--- config.mk ---
export PLATFORM = sky130hd
export DESIGN_NAME = seg7_scan_sched
export DESIGN_NICKNAME = d
export VERILOG_FILES = /design/src/rtl/seg7_pkg.sv /design/src/rtl/seg7_glyph_dec.sv /design/src/rtl/seg7_scan_sched.sv
export SDC_FILE = /design/constraint.sdc
export NUM_CORES = 1
export LEC_CHECK = 0
export ABC_AREA = 1
export CAP_MARGIN = 25
export CELL_PAD_IN_SITES_DETAIL_PLACEMENT = 1
export CELL_PAD_IN_SITES_GLOBAL_PLACEMENT = 1
export CORE_MARGIN = 4
export CORE_UTILIZATION = 42
export DETAILED_ROUTE_END_ITERATION = 10
export HOLD_SLACK_MARGIN = 0.12
export PLACE_DENSITY = 0.84
export SYNTH_ARGS = -nofsm -noshare
export SYNTH_HDL_FRONTEND = slang
export SYNTH_SLANG_ARGS = --single-unit
--- constraint.sdc ---
create_clock -name scan_clk -period 1.7 [get_ports scan_clk]
set_input_delay 0.255 -clock scan_clk [delete_from_list [all_inputs] [get_ports scan_clk]]
set_output_delay 0.255 -clock scan_clk [all_outputs]
set_load 0.02 [all_outputs]
--- src/rtl/seg7_pkg.sv ---
// seg7_pkg: shared constants for the 4-digit multiplexed 7-segment scan path.
// Segment patterns are active-low (common-anode), dp in bit 7.
// Digit enables are active-low one-hot.
package seg7_pkg;

  localparam int NUM_DIGITS = 4;

  // Active-low glyphs for decimal digits, the error marker and an unlit digit
  localparam logic [7:0] GLYPH_0     = 8'hC0;
  localparam logic [7:0] GLYPH_1     = 8'hF9;
  localparam logic [7:0] GLYPH_2     = 8'hA4;
  localparam logic [7:0] GLYPH_3     = 8'hB0;
  localparam logic [7:0] GLYPH_4     = 8'h99;
  localparam logic [7:0] GLYPH_5     = 8'h92;
  localparam logic [7:0] GLYPH_6     = 8'h82;
  localparam logic [7:0] GLYPH_7     = 8'hF8;
  localparam logic [7:0] GLYPH_8     = 8'h80;
  localparam logic [7:0] GLYPH_9     = 8'h90;
  localparam logic [7:0] GLYPH_ERR   = 8'hFD;
  localparam logic [7:0] GLYPH_BLANK = 8'hFF;

  // Active-low one-hot digit enables; EN_NONE switches every digit off
  localparam logic [3:0] EN_DIGIT0 = 4'b1110;
  localparam logic [3:0] EN_DIGIT1 = 4'b1101;
  localparam logic [3:0] EN_DIGIT2 = 4'b1011;
  localparam logic [3:0] EN_DIGIT3 = 4'b0111;
  localparam logic [3:0] EN_NONE   = 4'b1111;

  // Blink phase: ON shows glyphs normally, OFF hides masked digits
  typedef enum logic {
    BLINK_ON  = 1'b0,
    BLINK_OFF = 1'b1
  } blink_phase_e;

  // Translate the 2-bit digit pointer into its active-low enable pattern
  function automatic logic [3:0] digitEnable(input logic [1:0] ptr);
    logic [3:0] en;
    case (ptr)
      2'd0:    en = EN_DIGIT0;
      2'd1:    en = EN_DIGIT1;
      2'd2:    en = EN_DIGIT2;
      default: en = EN_DIGIT3;
    endcase
    return en;
  endfunction

endpackage

--- src/rtl/seg7_glyph_dec.sv ---
// seg7_glyph_dec: combinational nibble-to-segment decoder.
// Blank forces an unlit digit; nibbles above 9 show the error glyph.
module seg7_glyph_dec
  import seg7_pkg::*;
(
  input  logic [3:0] nibble_i,
  input  logic       blank_i,
  output logic [7:0] pattern_o
);

  // Blank wins over any glyph, otherwise look the nibble up
  always_comb begin
    pattern_o = GLYPH_ERR;
    if (blank_i) begin
      pattern_o = GLYPH_BLANK;
    end else begin
      case (nibble_i)
        4'd0:    pattern_o = GLYPH_0;
        4'd1:    pattern_o = GLYPH_1;
        4'd2:    pattern_o = GLYPH_2;
        4'd3:    pattern_o = GLYPH_3;
        4'd4:    pattern_o = GLYPH_4;
        4'd5:    pattern_o = GLYPH_5;
        4'd6:    pattern_o = GLYPH_6;
        4'd7:    pattern_o = GLYPH_7;
        4'd8:    pattern_o = GLYPH_8;
        4'd9:    pattern_o = GLYPH_9;
        default: pattern_o = GLYPH_ERR;
      endcase
    end
  end

endmodule

--- src/rtl/seg7_scan_sched.sv ---
// seg7_scan_sched: frame-synchronous scan scheduler for a 4-digit
// common-anode 7-segment display. New BCD values are double-buffered and
// only promoted at frame boundaries, so a frame never mixes old and new
// digits. Optional blink support is compiled in with SEG7_BLINK_EN.
module seg7_scan_sched
  import seg7_pkg::*;
#(
  parameter int SCAN_DIV = 1024
`ifdef SEG7_BLINK_EN
  , parameter int BLINK_FRAMES = 64
`endif
) (
  input  logic        scan_clk,
  input  logic        rst_n,
  input  logic [15:0] bcd_in,
  input  logic        load_valid,
  output logic        load_ready,
  input  logic        blank_en,
`ifdef SEG7_BLINK_EN
  input  logic [3:0]  blink_mask,
`endif
  output logic [3:0]  Enable_7Seg,
  output logic [7:0]  display_7Seg,
  output logic        frame_done
);

  localparam int CNT_W = $clog2(SCAN_DIV);
  localparam logic [CNT_W-1:0] CNT_MAX = CNT_W'(SCAN_DIV - 1);

  logic [CNT_W-1:0] prescale_q, prescale_d;
  logic [1:0]       digitPtr_q, digitPtr_d;
  logic [15:0]      active_q, active_d;
  logic [15:0]      pending_q, pending_d;
  logic             pendFlag_q, pendFlag_d;
  logic             frameDone_q;
  logic [3:0]       enable_q, enable_d;
  logic [7:0]       segment_q, segment_d;

  logic             tick;
  logic             frameBoundary;
  logic             loadFire;
  logic [3:0]       curNibble;
  logic             lzBlank;
  logic             blinkHide;
  logic [7:0]       glyph;

  assign tick          = (prescale_q == CNT_MAX);
  assign frameBoundary = tick && (digitPtr_q == 2'd3);
  assign load_ready    = ~pendFlag_q;
  assign loadFire      = load_valid && ~pendFlag_q;

  // Scan timebase: prescaler wraps every SCAN_DIV cycles and steps the digit pointer
  always_comb begin
    prescale_d = tick ? '0 : prescale_q + CNT_W'(1);
    digitPtr_d = tick ? digitPtr_q + 2'd1 : digitPtr_q;
  end

  // Double buffer: a held value is promoted at the boundary; a capture in that same cycle waits a frame
  always_comb begin
    active_d   = active_q;
    pending_d  = pending_q;
    pendFlag_d = pendFlag_q;
    if (frameBoundary && pendFlag_q) begin
      active_d   = pending_q;
      pendFlag_d = 1'b0;
    end else if (loadFire) begin
      pending_d  = bcd_in;
      pendFlag_d = 1'b1;
    end
  end

  // Pick the current digit and decide leading-zero blanking from the more significant digits
  always_comb begin
    curNibble = active_q[{digitPtr_q, 2'b00} +: 4];
    lzBlank   = 1'b0;
    if (blank_en) begin
      case (digitPtr_q)
        2'd3:    lzBlank = (active_q[15:12] == 4'd0);
        2'd2:    lzBlank = (active_q[15:8] == 8'd0);
        2'd1:    lzBlank = (active_q[15:4] == 12'd0);
        default: lzBlank = 1'b0;
      endcase
    end
  end

`ifdef SEG7_BLINK_EN
  localparam int BLK_W = (BLINK_FRAMES > 1) ? $clog2(BLINK_FRAMES) : 1;
  localparam logic [BLK_W-1:0] BLK_MAX = BLK_W'(BLINK_FRAMES - 1);

  logic [BLK_W-1:0] blinkCnt_q, blinkCnt_d;
  blink_phase_e     blinkPhase_q, blinkPhase_d;

  // Count frame boundaries and flip the blink phase every BLINK_FRAMES of them
  always_comb begin
    blinkCnt_d   = blinkCnt_q;
    blinkPhase_d = blinkPhase_q;
    if (frameBoundary) begin
      if (blinkCnt_q == BLK_MAX) begin
        blinkCnt_d   = '0;
        blinkPhase_d = (blinkPhase_q == BLINK_ON) ? BLINK_OFF : BLINK_ON;
      end else begin
        blinkCnt_d = blinkCnt_q + BLK_W'(1);
      end
    end
  end

  // Blink state register; phase starts visible after reset
  always_ff @(posedge scan_clk or negedge rst_n) begin
    if (!rst_n) begin
      blinkCnt_q   <= '0;
      blinkPhase_q <= BLINK_ON;
    end else begin
      blinkCnt_q   <= blinkCnt_d;
      blinkPhase_q <= blinkPhase_d;
    end
  end

  assign blinkHide = (blinkPhase_q == BLINK_OFF) && blink_mask[digitPtr_q];
`else
  assign blinkHide = 1'b0;
`endif

  seg7_glyph_dec u_glyph (
    .nibble_i  (curNibble),
    .blank_i   (lzBlank | blinkHide),
    .pattern_o (glyph)
  );

  // Display pins are registered, so they trail the pointer and active value by one cycle
  always_comb begin
    enable_d  = digitEnable(digitPtr_q);
    segment_d = glyph;
  end

  // Core state register; reset drops any in-flight value and restarts at digit 0
  always_ff @(posedge scan_clk or negedge rst_n) begin
    if (!rst_n) begin
      prescale_q  <= '0;
      digitPtr_q  <= 2'd0;
      active_q    <= 16'h0000;
      pending_q   <= 16'h0000;
      pendFlag_q  <= 1'b0;
      frameDone_q <= 1'b0;
      enable_q    <= EN_NONE;
      segment_q   <= GLYPH_BLANK;
    end else begin
      prescale_q  <= prescale_d;
      digitPtr_q  <= digitPtr_d;
      active_q    <= active_d;
      pending_q   <= pending_d;
      pendFlag_q  <= pendFlag_d;
      frameDone_q <= frameBoundary;
      enable_q    <= enable_d;
      segment_q   <= segment_d;
    end
  end

  assign Enable_7Seg  = enable_q;
  assign display_7Seg = segment_q;
  assign frame_done   = frameDone_q;

endmodule

==> results of run 1 <==
## critical path, cell delays in order, from the launching register on
cell and delay, ns:
dfrtp_2 0.46, buf_4 0.18, nand2_1 0.06, nand3_1 0.08
nand2_2 0.12, inv_1 0.07, ha_1 0.17, nand3b_1 0.17
nand3_1 0.10, nand3_1 0.08
## power breakdown
| group | total (mW) | internal (mW) | switching (mW) |
|---|---|---|---|
| Clock | 1.37 | 0.835 | 0.530 |
| Combinational | 0.0777 | 0.0431 | 0.0346 |
| Sequential | 1.36 | 1.36 | 0 |
| Total | 2.80 | 2.24 | 0.565 |
## sequential cells by signal (all words and copies together) (netlist names)
signal        flops
frame_done        1
display_7Seg      7
pending_q        16
pendFlag_q        1
prescale_q       10
active_q         16
digitPtr_q        2
Enable_7Seg       4
## per-stage QoR
| step | area (um^2) | setup WS, ns |
|---|---|---|
| floorplan | 2666 | 0.1593 |
| global placement | 3099 | 0.1384 |
| detailed placement | 3099 | 0.02417 |
| CTS | 3312 | 0.008947 |
| global route | 3321 | 0.001789 |
| finish | 3321 | 0.1209 |
## cell families after synthesis
logic type | after synthesis | synth area share (%)
simple gates | 147 | 24.96
other cells | 1 | 0.1406
xor+xnor | 6 | 1.971
mux | 15 | 6.335
flops | 57 | 54.01
fa+ha+maj | 11 | 5.162
compound gates | 8 | 1.502
buf+inv | 33 | 5.912
## final cells by class
class	count	area (um^2)	area share [%]
clock buffers	14	182.7	5.501
repair buffers	40	387.9	11.68
flip-flops and latches	57	1441	43.41
inverters	27	106.4	3.203
well taps	75	93.84	2.826
clock inverters	2	35.03	1.055
multi-input cells	188	1074	32.33
## final timing paths
kind                                      startpoint                        end  slack, ns
min                                            rst_n    prescale_q[4]$_DFF_PN0_       0.45
min in group scan_clk       pending_q[8]$_DFFE_PN0P_    active_q[8]$_DFFE_PN0P_       0.47
max                        digitPtr_q[0]$_DFFE_PN0N_  display_7Seg[6]$_DFF_PN1_       0.12
min reg2reg                 pending_q[8]$_DFFE_PN0P_    active_q[8]$_DFFE_PN0P_       0.47
max in group asynchronous                      rst_n   Enable_7Seg[3]$_DFF_PN1_       0.94
max reg2reg                digitPtr_q[0]$_DFFE_PN0N_  display_7Seg[6]$_DFF_PN1_       0.12
## layer usage
layer  vias up  global-route usage (%)  wire [um]
li1        963                       -          -
met1       971                   22.31       2562
met2        43                   30.41       3056
met3        10                   5.174        262
met4         0                   7.531        111
met5         -                       0          0
## cell usage in the layout (no fill, tap or decap), drive strengths merged, types with 2 or more instances in the layout
cell            n
nand2          97
dfrtp          46
nand3          28
inv            27
clkdlybuf4s50  19
mux2           15
clkbuf         14
dlygate4sd2    12
nor2           12
dfstp          11
ha             11
buf             8
o21ai           6
xor2            6
nor3            5
nand3b          3
a21oi           2
## timing repair
item / in CTS / in global routing
pin swaps: 0 / 1
resized for setup: 12 / 5
setup buffers: 0 / 0
hold buffers: 1 / 0
hold endpoints to repair: 46 / 0
setup endpoints to repair: 12 / 7
==> results by group, run 1 <==
Run status
  – Status: finished, final reports clean

Min path
  – Worst Hold Class: input pin to asynchronous set/reset pin

Floorplan
  – Core Region: 6026 um^2
  – Die area: 7687 um^2
  – Die X-Extent: 87.68 um
  – Placement Rows: 28
  – DIE HEIGHT: about 88 um
  – # IOs: 34
  – Starting Density: roughly 44%

Synth
  – Synth Flop Type: dfrtp_1
  – Yosys reg bits: between 50 and 60
  – Post-synth EDFFs: 0
  – Synth cell types: 27
  – Post-synthesis cell count: approximately 280
  – Avg Cell Area, Syn: roughly 9.6 um^2
  – Cell Area, Synth: 2666 um^2
  – List of most frequent post-synthesis cells: nand2_1, dfrtp_1, nand3_1
  – Synthesized net count: 309
  – Sequential fraction of the synthesis area: 54.01%
  – Synth top area share: ~43%
  – Asr flop ratio synth: 100.0%
  – Synth Warn #: 0
  – Cell taking the most area after synthesis: dfrtp_1
  – Top cells by area, synth: dfrtp_1, nand2_1, dfstp_2
  – Cell with the most instances after synthesis: nand2_1

Placed design
  – Final GP Congestion: between 0.8 and 0.9
  – Final HPWL DP: 4.378 mm
  – Input/output buffers: 32
  – Inst Count DP: 386

Global routing
  – Gr ovfl total: 0
  – Initial antenna violation count: 0
  – First-pass GRT wire length: 10.54 mm
  – Largest net degree at the start of global routing: just under 60
  – Total GRT Usage: 18.29%
  – Vias in the first global route: 2205

Layout
  – Fill cells: around 700
  – Layout cells sized above 1: 19.21%
  – P&R area growth vs syn: 24.54%
  – Ant. Diodes: 0
  – Fin cells: around 400
  – Final net count: 354
  – Utilization after layout: 55.11%

Route
  – Remaining DRCs: 0
  – Post-route ant nets: 0
  – Initial drt markers: 65
  – Via count: 1987
  – Routed len/inst: 14.87 um
  – DR vias/cell: 4.931
  – Drt pass-1 iters: 4
  – WL final: 5.993 mm

Timing
  – Setup TNS: 0 ns
  – Hold_ws: 0.4525 ns
  – Layout Skew: ~0.0064 ns
  – Unrepaired setup endpoints after global routing: no
  – Setup Viol. Count Final: 0
  – Final min period: 1.579 ns
  – Maximum clock frequency: 0.6333 GHz
  – Fin. Hold Viols: 0
  – Final Max Tran Viols: 0
  – Final worst-path cycle share: 92.89%

Clock network
  – H-tree depth: 3
  – Clock Tree Buf Depth: 2
  – CTS root buffer: clkbuf_8
  – Total clock sinks: 57
  – Skew-Pair Late Insertion Delay: around 0.33 ns
  – Reg clk slew, reported paths: 0.07 ns
  – Clock buffer count from CTS: 9
  – TritonCTS clock tree: built

Power and ir drop
  – Tot Pwr: 2.801 mW
  – Leakage power: 1.757 nW
  – Worst VDD drop: 575.2 uV
  – Pwr Density: 843.6 nW/um^2

Worst setup path
  – CP Max Fanout: 7
  – Critical Path Sink Type: flip-flop
  – Reg2reg path depth: 9
  – WP data required: between 1.5 and 2 ns
  – Arrival @ worst endpoint: 1.84 ns
  – Startpoint Class: flip-flop
  – Critical path type: flip-flop to flip-flop

Run
  – Max-cap viol count: 0
Power figures use the tool's default switching activity.
==> inputs of run 2 (changes only) <==
--- a/config.mk
+++ b/config.mk
@@ -13,6 +13,7 @@
 export CORE_UTILIZATION = 42
 export DETAILED_ROUTE_END_ITERATION = 10
 export HOLD_SLACK_MARGIN = 0.12
+export MAX_ROUTING_LAYER = met4
 export PLACE_DENSITY = 0.84
 export SYNTH_ARGS = -nofsm -noshare
 export SYNTH_HDL_FRONTEND = slang
==> constraint.sdc (replaced) <==
create_clock -name scan_clk -period 1.65 [get_ports scan_clk]
set_input_delay 0.2475 -clock scan_clk [delete_from_list [all_inputs] [get_ports scan_clk]]
set_output_delay 0.2475 -clock scan_clk [all_outputs]
set_load 0.02 [all_outputs]
==> run 2 against run 1 <==
Compared with the run above: routed wire length rose by 5.0%; non-clock buffer count is 5 higher; clock-buffer cell count fell by 3; clock power is 10% higher; largest power group unchanged; highest routed layer unchanged; cell count rose by 1.2%; core utilization grew 1.6 points; global-route usage grew 0.59 points; hold slack lost 0.044 ns; first-iteration DRC count decreased by 31%; flip-flop and latch count unchanged.
==> results by group, run 2 (synthesized netlist as in run 1, its figures left out) <==
Worst setup path
  – CP Max Fanout: 13 (was 7)
  – Crit path max-delay family: simple AND/OR/NAND/NOR gates (unchanged)
  – CP peak stage delay: 0.49 ns (was 0.46 ns)
  – Critical Path Sink Type: flip-flop (unchanged)
  – CP bufs+invs: 2 (unchanged)
  – Startpoint Class: flip-flop (unchanged)
  – CP cell instances: inv_6, nand2_1, nand3_1, nand2_4, buf_4, ha_1, nand3b_1, nand3_1, nand3_1 (was buf_4, nand2_1, nand3_1, nand2_2, inv_1, ha_1, nand3b_1, nand3_1, nand3_1)
  – Slowest stage cell on the critical path: dfrtp_2 (unchanged)
  – WP data required: 1.91 ns (was 1.96 ns)
  – Critical path type: flip-flop to flip-flop (unchanged)
  – Cell repeated most along the worst path: nand3_1 (unchanged)
  – Arrival @ worst endpoint: 1.84 ns (about the same)

Global routing
  – Gr ovfl total: 0 (unchanged)
  – First-pass GRT wire length: 10.70 mm (was 10.54 mm)
  – Initial antenna violation count: 0 (unchanged)
  – Largest net degree at the start of global routing: 30 (was 58)
  – Total GRT Usage: 18.87% (was 18.29%)
  – Vias in the first global route: 2239 (was 2205)

Layout
  – Final net count: 359 (was 354)
  – Layout cells sized above 1: 22.82% (was 19.21%)
  – Utilization after layout: 56.67% (was 55.11%)
  – Fill cells: 704 (was 702)
  – Largest regs: active_q: 16 flops, pending_q: 16 flops, prescale_q: 10 flops (unchanged)
  – Ant. Diodes: 0 (unchanged)
  – Commonest non-fill, non-tap cell in the layout: nand2_1 (unchanged)
  – P&R area growth vs syn: 28.06% (was 24.54%)
  – Most frequent cells in the layout: nand2_1, dfrtp_1, nand3_1 (unchanged)
  – Fin cells: 408 (was 403)

Floorplan
  – Core Region: 6026 um^2 (unchanged)
  – Starting Density: 44.25% (unchanged)
  – # IOs: 34 (unchanged)
  – DIE HEIGHT: 87.68 um (unchanged)
  – Die area: 7687 um^2 (unchanged)
  – Die X-Extent: 87.68 um (unchanged)
  – Placement Rows: 28 (unchanged)

Route
  – Routed len/inst: 15.42 um (was 14.87 um)
  – DR vias/cell: 5.034 (was 4.931)
  – Remaining DRCs: 0 (unchanged)
  – Initial drt markers: 45 (was 65)
  – Via count: 2054 (was 1987)
  – Drt pass-1 iters: 4 (unchanged)
  – WL final: 6.291 mm (was 5.993 mm)
  – Post-route ant nets: 0 (unchanged)

Power and ir drop
  – Worst VDD drop: 618.1 uV (was 575.2 uV)
  – Pwr Density: 875.8 nW/um^2 (was 843.6 nW/um^2)
  – Tot Pwr: 2.990 mW (was 2.801 mW)
  – Leakage power: 1.810 nW (was 1.757 nW)

Clock network
  – Clock buffer count from CTS: 9 (unchanged)
  – H-tree depth: 3 (unchanged)
  – CTS root buffer: clkbuf_8 (unchanged)
  – Skew-Pair Late Insertion Delay: 0.34 ns (was 0.33 ns)
  – Total clock sinks: 57 (unchanged)
  – Reg clk slew, reported paths: 0.07 ns (about the same)
  – TritonCTS clock tree: built (unchanged)
  – Clock Tree Buf Depth: 2 (unchanged)

Timing
  – Final min period: 1.577 ns (was 1.579 ns)
  – Final worst slack: 0.07338 ns (was 0.1209 ns)
  – Unrepaired setup endpoints after global routing: yes (was no)
  – Layout Skew: 0.004832 ns (was 0.006422 ns)
  – Setup TNS: 0 ns (unchanged)
  – Fin. Hold Viols: 0 (unchanged)
  – Maximum clock frequency: 0.6343 GHz (was 0.6333 GHz)
  – Final Max Tran Viols: 0 (unchanged)
  – Final worst-path cycle share: 95.55% (was 92.89%)
  – Setup Viol. Count Final: 0 (unchanged)

Run
  – Max-cap viol count: 0 (unchanged)

Min path
  – Worst Hold Class: input pin to asynchronous set/reset pin (unchanged)

Placed design
  – Pre-CTS setup slack: -0.1172 ns (was 0.02417 ns)
  – Inst Count DP: 389 (was 386)
  – Final HPWL DP: 4.380 mm (was 4.378 mm)
  – Input/output buffers: 32 (unchanged)
  – Final GP Congestion: 0.8570 (was 0.8530)

Run status
  – Status: finished, final reports clean (unchanged)
[run 2: cell types whose count changed in the layout (fill, tap and decap cells not counted), moves of 2 or more]
cell,before,now
buf_4,5,9
nand2_1,92,90
clkbuf_8,13,11
inv_2,1,4
inv_1,24,21
inv_4,2,0
[run 2: layout make-up]
type	count	area, um^2	share of cell area (%)
sequential	57	1441	42.21
multi-input combinational	188	1107	32.43
timing repair buffer	45	429.2	12.57
clock buffer	11	151.4	4.434
inverter	27	113.9	3.335
tap	75	93.84	2.748
clock inverter	5	77.57	2.272
[run 2: what timing repair did]
| action | CTS | global route |
|---|---|---|
| setup buffers | 2 | 0 |
| hold buffers | 1 | 0 |
| hold endpoints to repair | 12 | 0 |
| endpoints found under the setup margin | 19 | 22 |
| resized for setup | 17 | 14 |
| pin swaps | 1 | 9 |
[run 2: worst paths after layout]
| kind | startpoint | end | slack (ns) | cells past startpoint |
|---|---|---|---|---|
| hold / removal | rst_n | prescale_q[6]$_DFF_PN0_ | 0.41 | 2 |
| setup reg to reg | digitPtr_q[0]$_DFFE_PN0N_ | display_7Seg[0]$_DFF_PN1_ | 0.07 | 9 |
| min in group scan_clk | pending_q[10]$_DFFE_PN0P_ | active_q[10]$_DFFE_PN0P_ | 0.47 | 2 |
| setup / recovery | digitPtr_q[0]$_DFFE_PN0N_ | display_7Seg[0]$_DFF_PN1_ | 0.07 | 9 |
| hold reg to reg | pending_q[10]$_DFFE_PN0P_ | active_q[10]$_DFFE_PN0P_ | 0.47 | 2 |
| max in group asynchronous | rst_n | display_7Seg[4]$_DFF_PN1_ | 0.64 | 3 |
[run 2: metal layers]
layer / vias up / routed length, um / part of all wire, % / track usage [%]
li1: 982 / - / - / -
met3: 10 / 266 / 4.2 / 4.986
met1: 1019 / 2619 / 42 / 21.83
met2: 43 / 3313 / 53 / 31.78
met5: - / 0 / 0 / -
met4: 0 / 92 / 1.5 / 6.276
[run 2: stage by stage]
stage | hold slack [ns] | area [um^2]
after global routing | 0.4345 | 3415
after detailed placement | 0.2350 | 3122
final | 0.4089 | 3415
after CTS | 0.4050 | 3373
after global placement | 0.2283 | 3122
after floorplan | -0.04809 | 2666
[run 2: power by group]
part           total (mW)  internal, mW  switching (mW)
combinational      0.0813        0.0457          0.0357
clock                1.51         0.927           0.583
sequential           1.40          1.40               0
==> inputs of run 3 (changes only) <==
--- a/config.mk
+++ b/config.mk
@@ -5,16 +5,15 @@
 export SDC_FILE = /design/constraint.sdc
 export NUM_CORES = 1
 export LEC_CHECK = 0
-export ABC_AREA = 1
 export CAP_MARGIN = 25
 export CELL_PAD_IN_SITES_DETAIL_PLACEMENT = 1
 export CELL_PAD_IN_SITES_GLOBAL_PLACEMENT = 1
 export CORE_MARGIN = 4
-export CORE_UTILIZATION = 42
+export CORE_UTILIZATION = 45
 export DETAILED_ROUTE_END_ITERATION = 10
 export HOLD_SLACK_MARGIN = 0.12
 export MAX_ROUTING_LAYER = met4
-export PLACE_DENSITY = 0.84
+export PLACE_DENSITY = 0.85
 export SYNTH_ARGS = -nofsm -noshare
 export SYNTH_HDL_FRONTEND = slang
 export SYNTH_SLANG_ARGS = --single-unit
==> run 3 against run 2 <==
Compared with the run above: largest cell class unchanged; die area is 9.0% lower; the flow now finishes with violations (negative setup slack); setup slack worse by 0.30 ns; combinational power is 59% higher; register-to-register slack worse by 0.30 ns; non-clock buffer count is 27 higher; largest power group unchanged.
==> results by group, run 3 <==
Synth
  – List of most frequent post-synthesis cells: dfrtp_1, mux2_2, inv_1 (was nand2_1, dfrtp_1, nand3_1)
  – Synth Flop Type: dfrtp_1 (unchanged)
  – Cell Area, Synth: 2574 um^2 (was 2666 um^2)
  – Synth top area share: 44.73% (was 43.17%)
  – Yosys reg bits: 57 (unchanged)
  – Top cells by area, synth: dfrtp_1, dfstp_2, mux2_2 (was dfrtp_1, nand2_1, dfstp_2)
  – Synth cell types: 41 (was 27)
  – Cell with the most instances after synthesis: dfrtp_1 (was nand2_1)
  – Post-synthesis cell count: 186 (was 278)
  – Avg Cell Area, Syn: 13.84 um^2 (was 9.591 um^2)
  – Asr flop ratio synth: 100.0% (unchanged)
  – Post-synth EDFFs: 0 (unchanged)
  – Synth Warn #: 0 (unchanged)
  – Synthesized net count: 217 (was 309)
  – Cell taking the most area after synthesis: dfrtp_1 (unchanged)
  – Sequential fraction of the synthesis area: 55.96% (was 54.01%)

Layout
  – Design area: 3662 um^2 (was 3415 um^2)
  – Final net count: 294 (was 359)
  – Register area: 1440 um^2 (was 1441 um^2)
  – Layout cells sized above 1: 48.51% (was 22.82%)
  – Commonest non-fill, non-tap cell in the layout: dfrtp_1 (was nand2_1)
  – Largest regs: active_q: 16 flops, pending_q: 16 flops, prescale_q: 10 flops (unchanged)
  – Utilization after layout: 66.10% (was 56.67%)
  – Most frequent cells in the layout: dfrtp_1, buf_4, clkdlybuf4s50_1 (was nand2_1, dfrtp_1, nand3_1)
  – Area of the multi-input gates: 1172 um^2 (was 1107 um^2)
  – Ant. Diodes: 0 (unchanged)
  – Fill cells: 546 (was 704)
  – P&R area growth vs syn: 42.29% (was 28.06%)

Timing
  – Unrepaired setup endpoints after global routing: yes (unchanged)
  – Final worst-path cycle share: 113.5% (was 95.55%)
  – Fin. Hold Viols: 0 (unchanged)
  – Worst slew margin: 63.73%
  – Final Max Tran Viols: 0 (unchanged)
  – Layout Skew: 0.01290 ns (was 0.004832 ns)
  – Least-Margin Pin Slew: 0.5417 ns
  – Final worst slack: -0.2225 ns (was 0.07338 ns)
  – Final min period: 1.872 ns (was 1.577 ns)
  – Setup Viol. Count Final: 23 (was 0)
  – Maximum clock frequency: 0.5340 GHz (was 0.6343 GHz)

Global routing
  – Gr ovfl total: 0 (unchanged)
  – Initial antenna violation count: 0 (unchanged)
  – First-pass GRT wire length: 10.82 mm (was 10.70 mm)
  – Largest net degree at the start of global routing: 58 (was 30)
  – Total GRT Usage: 21.26% (was 18.87%)
  – Vias in the first global route: 2028 (was 2239)

Floorplan
  – Die area: 6993 um^2 (was 7687 um^2)
  – Placement Rows: 27 (was 28)
  – # IOs: 34 (unchanged)
  – Starting Density: 46.45% (was 44.25%)
  – Die X-Extent: 83.63 um (was 87.68 um)
  – DIE HEIGHT: 83.63 um (was 87.68 um)
  – Core Region: 5540 um^2 (was 6026 um^2)

Placed design
  – Final HPWL DP: 4.245 mm (was 4.380 mm)
  – DP Area: 3227 um^2 (was 3122 um^2)
  – Final GP Congestion: 0.8031 (was 0.8570)
  – Input/output buffers: 32 (unchanged)

Worst setup path
  – CP Max Fanout: 4 (was 13)
  – Critical Path Sink Type: flip-flop (unchanged)
  – Startpoint Class: flip-flop (unchanged)
  – Critical path type: flip-flop to flip-flop (unchanged)
  – Arrival @ worst endpoint: 2.12 ns (was 1.84 ns)
  – WP data required: 1.90 ns (was 1.91 ns)

Route
  – Via count: 1771 (was 2054)
  – Routed wl met3: 284 um (was 266 um)
  – WL final: 7.036 mm (was 6.291 mm)
  – Drt pass-1 iters: 6 (was 4)
  – Remaining DRCs: 0 (unchanged)
  – Post-route ant nets: 0 (unchanged)
  – Routed len/inst: 20.69 um (was 15.42 um)
  – Met1 wire length: 2.619 mm (unchanged)
  – Initial drt markers: 74 (was 45)
  – DR WL met2: 3.806 mm (was 3.313 mm)
  – Highest metal used: met4 (unchanged)
  – DR vias/cell: 5.209 (was 5.034)

Run status
  – Failing checks: negative setup slack
  – Status: complete, but fails checks (was finished, final reports clean)

Clock network
  – Total clock sinks: 57 (unchanged)
  – TritonCTS clock tree: built (unchanged)
  – Skew-Pair Late Insertion Delay: 0.35 ns (was 0.34 ns)
  – Clock Tree Buf Depth: 2 (unchanged)
  – Clock buffer count from CTS: 9 (unchanged)
  – H-tree depth: 3 (unchanged)
  – Reg clk slew, reported paths: 0.07 ns (about the same)
  – CTS root buffer: clkbuf_8 (unchanged)

Power and ir drop
  – Pwr Density: 883.6 nW/um^2 (was 875.8 nW/um^2)
  – Switching Share: 20.71% (was 20.70%)
  – Leakage power: 1.703 nW (was 1.810 nW)
  – Sw Pwr: 0.6702 mW (was 0.6191 mW)
  – Seq pwr share: 45.5% (was 46.8%)
  – Pint: 2.566 mW (was 2.371 mW)
  – Clock share of power: 50.6% (was 50.5%)
  – Worst VDD drop: 1056 uV (was 618.1 uV)
  – Logic pwr share: 4.0% (was 2.7%)

Min path
  – Worst Hold Class: input pin to asynchronous set/reset pin (unchanged)

Run
  – Max-cap viol count: 0 (unchanged)
run 3: cell count changes after synthesis, moves of 4 or more:
cell / change
nand2b_1: +4
nand3_1: -27
nand2_1: -87
mux2_2: +8
mux4_2: +4
inv_1: -13
xnor2_1: +5
mux2_4: +9
a21oi_1: +4
nor3_1: -4
run 3: worst max-delay path: stages, from the launching register on:
cell,delay (ns)
dfrtp_1,0.40
buf_6,0.14
mux4_2,0.58
inv_2,0.12
ha_4,0.15
inv_2,0.03
mux2i_1,0.15
a22o_1,0.16
nand2_1,0.05
run 3: cell type report:
| cell class | count | share of cell area, % |
|---|---|---|
| clock buffer | 11 | 3.861 |
| clock inverter | 5 | 2.801 |
| inverter | 13 | 1.537 |
| multi-input combinational | 110 | 32.01 |
| sequential | 57 | 39.32 |
| tap | 72 | 2.460 |
| timing repair buffer | 72 | 18.00 |
run 3: final timing paths:
path,start,slack [ns],endpoint,cells after the start
max in group asynchronous,rst_n,0.92,Enable_7Seg[0]$_DFF_PN1_,3
min reg2reg,pending_q[6]$_DFFE_PN0P_,0.50,active_q[6]$_DFFE_PN0P_,1
min in group scan_clk,pending_q[6]$_DFFE_PN0P_,0.50,active_q[6]$_DFFE_PN0P_,1
min,rst_n,0.42,prescale_q[8]$_DFF_PN0_,3
max,digitPtr_q[0]$_DFFE_PN0N_,-0.22,display_7Seg[4]$_DFF_PN1_,8
max reg2reg,digitPtr_q[0]$_DFFE_PN0N_,-0.22,display_7Seg[4]$_DFF_PN1_,8
run 3: power by group through the flow:
| stage | Combinational, mW | Sequential [mW] | Clock, mW |
|---|---|---|---|
| floorplan | 0.0449 | 1.48 | 0 |
| global route | 0.143 | 1.48 | 1.73 |
| detailed placement | 0.126 | 1.49 | 0 |
| finish | 0.129 | 1.47 | 1.64 |
| global placement | 0.119 | 1.49 | 0 |
| CTS | 0.130 | 1.47 | 1.63 |
run 3: cells by family after synthesis:
group | synth area share [%]
DFF | 55.96
muxes | 19.20
and+or+nand+nor | 8.945
buffers and inverters | 3.889
AOI/OAI and AO/OA | 3.792
adders and majority gates | 5.348
xor gates and xnor gates | 2.723
other | 0.1457
run 3: timing repair:
action                     CTS  global route
cloned                       1             0
setup endpoints to repair   36            24
hold buffers                 1             0
hold endpoints to repair    46             0
resized for setup           31             4
pin swaps                   10             3
buffers inserted             4             6
run 3: routing by layer:
layer | GRT usage, % | vias up
met5 | - | -
met4 | 10.38 | 0
met3 | 6.022 | 23
met2 | 36.73 | 50
met1 | 22.21 | 902
li1 | - | 796
run 3: metrics by stage:
step                      setup TNS, ns  hold slack [ns]  worst slack (ns)  total power, mW  cells
after floorplan                  -4.695         -0.04809           -0.3126            1.529    186
after global placement           -3.670           0.2635           -0.1810            1.611    313
after detailed placement         -6.216           0.2740           -0.3310            1.620    313
final                            -3.044           0.4243           -0.2225            3.236    340
after global routing             -4.659           0.4460           -0.3081            3.351    340
after CTS                        -4.038           0.4457           -0.2217            3.228    335
